--- config.mk ---
export PLATFORM = sky130hd
export DESIGN_NAME = uart_tx_arbiter
export DESIGN_NICKNAME = d
export VERILOG_FILES = /design/src/rtl/uart_tx_arbiter.sv
export SDC_FILE = /design/constraint.sdc
export NUM_CORES = 1
export LEC_CHECK = 0
export CORE_UTILIZATION = 44
export DETAILED_ROUTE_END_ITERATION = 12
export HOLD_SLACK_MARGIN = 0.05
export PLACE_DENSITY = 0.79
export SKIP_CTS_REPAIR_TIMING = 1
export SYNTH_ARGS = -nofsm -noshare
export SYNTH_HDL_FRONTEND = slang
export SYNTH_SLANG_ARGS = --single-unit
--- constraint.sdc ---
create_clock -name clk -period 2.25 [get_ports clk]
set_input_delay 0.45 -clock clk [delete_from_list [all_inputs] [get_ports clk]]
set_output_delay 0.45 -clock clk [all_outputs]
set_load 0.1 [all_outputs]
--- src/rtl/uart_tx_arbiter.sv ---
// uart_tx_arbiter: round-robin, packet-locked, burst-capped sharing of one TX FIFO write port.
// Every output is registered; a grant holds until its packet ends, the burst cap is reached or the request is withdrawn.
module uart_tx_arbiter #(
    parameter int NREQ      = 4,
    parameter int DATA_W    = 9,
    parameter int MAX_BURST = 8
) (
    input  logic                     clk,
    input  logic                     reset,
    input  logic [NREQ-1:0]          req,
    input  logic [NREQ-1:0]          last,
    input  logic [NREQ*DATA_W-1:0]   data,
    output logic [NREQ-1:0]          ack,
    input  logic                     fifo_full,
    output logic                     fifo_wr,
    output logic [DATA_W-1:0]        fifo_data,
    output logic [2:0]               grant_id,
    output logic                     busy
);
    typedef enum logic [1:0] {IDLE, GRANT, WRITE} state_t;
    state_t              state, state_n;
    logic [2:0]          last_winner, last_winner_n, grant_id_n, cand, pick;
    logic [7:0]          burst, burst_n;
    logic                last_cap, last_cap_n, fifo_wr_n, found;
    logic [NREQ-1:0]     ack_n;
    logic [DATA_W-1:0]   fifo_data_n;
    logic [7:0]          req_pad, last_pad;
    logic [DATA_W-1:0]   words [8];
    assign req_pad  = 8'(req);
    assign last_pad = 8'(last);
    // Pad the requester set to 8 entries so a 3-bit grant index always selects in range.
    for (genvar i = 0; i < 8; i++) begin : g_words
        if (i < NREQ) begin : g_real
            assign words[i] = data[i*DATA_W +: DATA_W];
        end else begin : g_pad
            assign words[i] = '0;
        end
    end
    always_comb begin
        state_n       = state;
        last_winner_n = last_winner;
        grant_id_n    = grant_id;
        burst_n       = burst;
        last_cap_n    = last_cap;
        fifo_wr_n     = 1'b0;
        ack_n         = '0;
        fifo_data_n   = fifo_data;
        found         = 1'b0;
        pick          = '0;
        cand          = '0;
        for (int k = 1; k <= NREQ; k++) begin
            cand = 3'((int'(last_winner) + k) % NREQ);
            if (!found && req_pad[cand]) begin
                found = 1'b1;
                pick  = cand;
            end
        end
        case (state)
            IDLE: begin
                if (found) begin
                    grant_id_n = pick;
                    burst_n    = '0;
                    state_n    = GRANT;
                end
            end
            GRANT: begin
                if (!req_pad[grant_id]) begin
                    last_winner_n = grant_id;
                    state_n       = IDLE;
                end else if (!fifo_full) begin
                    fifo_wr_n   = 1'b1;
                    fifo_data_n = words[grant_id];
                    for (int i = 0; i < NREQ; i++) ack_n[i] = (3'(i) == grant_id);
                    last_cap_n  = last_pad[grant_id];
                    state_n     = WRITE;
                end
            end
            WRITE: begin
                burst_n = burst + 8'd1;
                if (last_cap || burst == 8'(MAX_BURST - 1)) begin
                    last_winner_n = grant_id;
                    state_n       = IDLE;
                end else begin
                    state_n = GRANT;
                end
            end
            default: state_n = IDLE;
        endcase
    end
    always_ff @(posedge clk or negedge reset) begin
        if (!reset) begin
            state       <= IDLE;
            last_winner <= 3'(NREQ - 1);
            grant_id    <= '0;
            burst       <= '0;
            last_cap    <= 1'b0;
            fifo_wr     <= 1'b0;
            ack         <= '0;
            fifo_data   <= '0;
            busy        <= 1'b0;
        end else begin
            state       <= state_n;
            last_winner <= last_winner_n;
            grant_id    <= grant_id_n;
            burst       <= burst_n;
            last_cap    <= last_cap_n;
            fifo_wr     <= fifo_wr_n;
            ack         <= ack_n;
            fifo_data   <= fifo_data_n;
            busy        <= (state_n != IDLE);
        end
    end
endmodule

==> results.tsv <==
metric	value	unit
status	completed	
syn-num-nets	189	
total_power	0.003470	W
leakage	1.067	nW
layout.nets	259	
n_antenna_cell	0	
drtIter0Drc	44	
worst-path-max-fanout	15	
place_area	2364	um2
ys_seq_area_share	44.26	%
ios	65	
grt_overflow	0	
slew_headroom	65.13	%
via_per_inst	5.469	
endpoint_kind	register	
grt_max_degree	31	
start_util	46.13	%
rows	22	
die_x	64.19	um
peakVddDrop	0.0006589	V
fmax	0.5295	GHz
min_path_type	register to register	
detail-route-antenna-nets	0	
maxCapViolCount	0	
h-tree-depth	2	
clock-sinks	30	
yosys_most_used_dff	dfrtp_1	
yosysWarnings	0	
cts.clk_slew.worst_paths	0.06	ns
final_hold_viol_count	0	
die_area	4120	um2
ys_types	43	
min_period_over_period	83.94	%
final_cell_area	2455	um2
synth_top_cell_by_area	dfrtp_1	
areaGrowthSynthToFinish	44.26	%
startpoint_type	input port	
track_usage	22.52	%
wire_per_inst	16.13	um
port_buffers	63	
fin_util	66.55	%
ys_ff_latch	30	
clk_latency	0.28	ns
coreArea	3689	um2
critPathRequiredTime	2.41	ns
cts-buffers-inserted	5	
worst_pin_slew	0.5220	ns
rsz0062_at_grt	no	
fillers	280	
grt_pass1_wl	6969	um
drc	0	
min_period	1.889	ns
grt_pass1_vias	1465	
vias	1422	
synth_edf_count	0	
crit_arrival	2.04	ns
yosys.area.top_type_share	41.18	%
gp_congestion	0.9141	
synthArstFlopShare	100.0	%
dp_slack	0.06701	ns
synth.avg_cell_area	12.07	um2
drive_gt1_share	29.25	%
syn_area	1702	um2
setup_viol	0	
critical_path_class	input port to register	
cts_tree	yes	
layout_setup_ws	0.3614	ns
cts_buffer_depth	2	
clock-root-buffer	clkbuf_8	
drv_slew	0	
wirelength	4195	um
setup_tns	0	ns
skew	0.006252	ns
ys_top_cells_by_area	dfrtp_1 41%, mux4_2 15%, mux2_2 7.3%	
drt_pass1_iterations	4	
synth_cells	141	
powerDensity	1414	nW/um2
post-dp-hpwl	3126	um
antenna_found_initial	0	
die_height	64.19	um
==> worst max-delay path: stages <==
cell             delay [ns]
clkdlybuf4s50_1        0.44
mux4_2                 0.54
nand4_4                0.24
mux2_2                 0.38
==> sequential cells by signal (all words and copies together) (netlist names) <==
| name | flops |
|---|---|
| state | 2 |
| burst | 8 |
| grant_id | 2 |
| fifo_data | 9 |
| last_winner | 2 |
| fifo_wr | 1 |
| ack | 4 |
| last_cap | 1 |
| busy | 1 |
==> layer usage <==
layer	GRT usage [%]	vias to the layer above	wire (um)
met4	6.111	0	51
met3	8.750	5	419
met1	26.34	683	1698
li1	-	663	-
met5	0	-	0
met2	38.43	71	2025
==> final timing paths <==
kind / from / endpoint / slack [ns] / cells past startpoint
min reg2reg: fifo_data[3] / fifo_data[3] / 0.51 / 1
max reg2reg: grant_id[1] / fifo_data[7] / 0.44 / 3
max: req[2] / fifo_data[7] / 0.36 / 4
min in group asynchronous: reset / burst[2] / 0.57 / 2
min: fifo_data[3] / fifo_data[3] / 0.51 / 1
max in group asynchronous: reset / last_winner[1] / 1.37 / 2
==> report_power, final <==
group	total (W)	internal, W	switching [W]
Sequential	0.000893	0.000735	0.000158
Clock	0.000430	0.000246	0.000185
Combinational	0.00215	0.000738	0.00141
Total	0.00347	0.00172	0.00175
==> stage by stage <==
step	hold slack, ns	cells
3_5_place_dp	0.4945	252
3_3_place_gp	0.4936	252
5_1_grt	0.5136	260
2_1_floorplan	0.1544	141
6_report	0.5064	260
4_1_cts	0.5076	260
==> layout by cell type (no fill, tap or decap), types with 2 or more instances in the layout <==
cell type | synthesis | final
clkdlybuf4s50_1 | 0 | 46
nand2_1 | 13 | 13
nand3_1 | 5 | 5
a21o_1 | 2 | 2
dfrtp_1 | 28 | 27
mux4_2 | 11 | 11
buf_4 | 1 | 22
nor2_1 | 6 | 6
dfstp_2 | 2 | 2
o21a_1 | 2 | 2
mux2_2 | 11 | 11
nand2b_1 | 4 | 4
nor2b_1 | 3 | 3
nor3b_1 | 2 | 2
o21ai_0 | 10 | 10
a21oi_1 | 3 | 3
nor3_1 | 2 | 2
a22o_1 | 2 | 2
xor2_1 | 2 | 2
clkbuf_8 | 2 | 6
inv_1 | 6 | 6
buf_12 | 0 | 2
==> cells in the mapped netlist, types with 2 or more instances <==
master / instances
dfrtp_1: 28
nand2_1: 13
mux2_2: 11
mux4_2: 11
o21ai_0: 10
inv_1: 6
nor2_1: 6
nand3_1: 5
nand2b_1: 4
a21oi_1: 3
nor2b_1: 3
a21o_1: 2
a22o_1: 2
buf_6: 2
clkbuf_8: 2
dfstp_2: 2
nor3_1: 2
nor3b_1: 2
o21a_1: 2
xor2_1: 2
==> cells by family (layout without fill, tap and decap cells) <==
logic type	count (synthesis)	after routing	share of synthesized area, %
AOI/OAI and AO/OA	28	28	11.84
DFF	30	30	44.26
and+or+nand+nor	43	43	14.04
adders and majority gates	1	1	0.7352
muxes	23	23	22.72
buffers and inverters	13	84	5.147
xor gates and xnor gates	2	2	1.030
other	1	1	0.2204
==> final cells by class <==
class / instances / area, um2 / share of cell area (%)
clock inverters: 1 / 5.005 / 0.2039
flip-flops and latches: 30 / 754.5 / 30.73
multi-input cells: 98 / 860.8 / 35.07
repair buffers: 70 / 665.6 / 27.12
inverters: 6 / 22.52 / 0.9174
well taps: 48 / 60.06 / 2.446
clock buffers: 7 / 86.33 / 3.517
(Power assumes the default switching activity.)
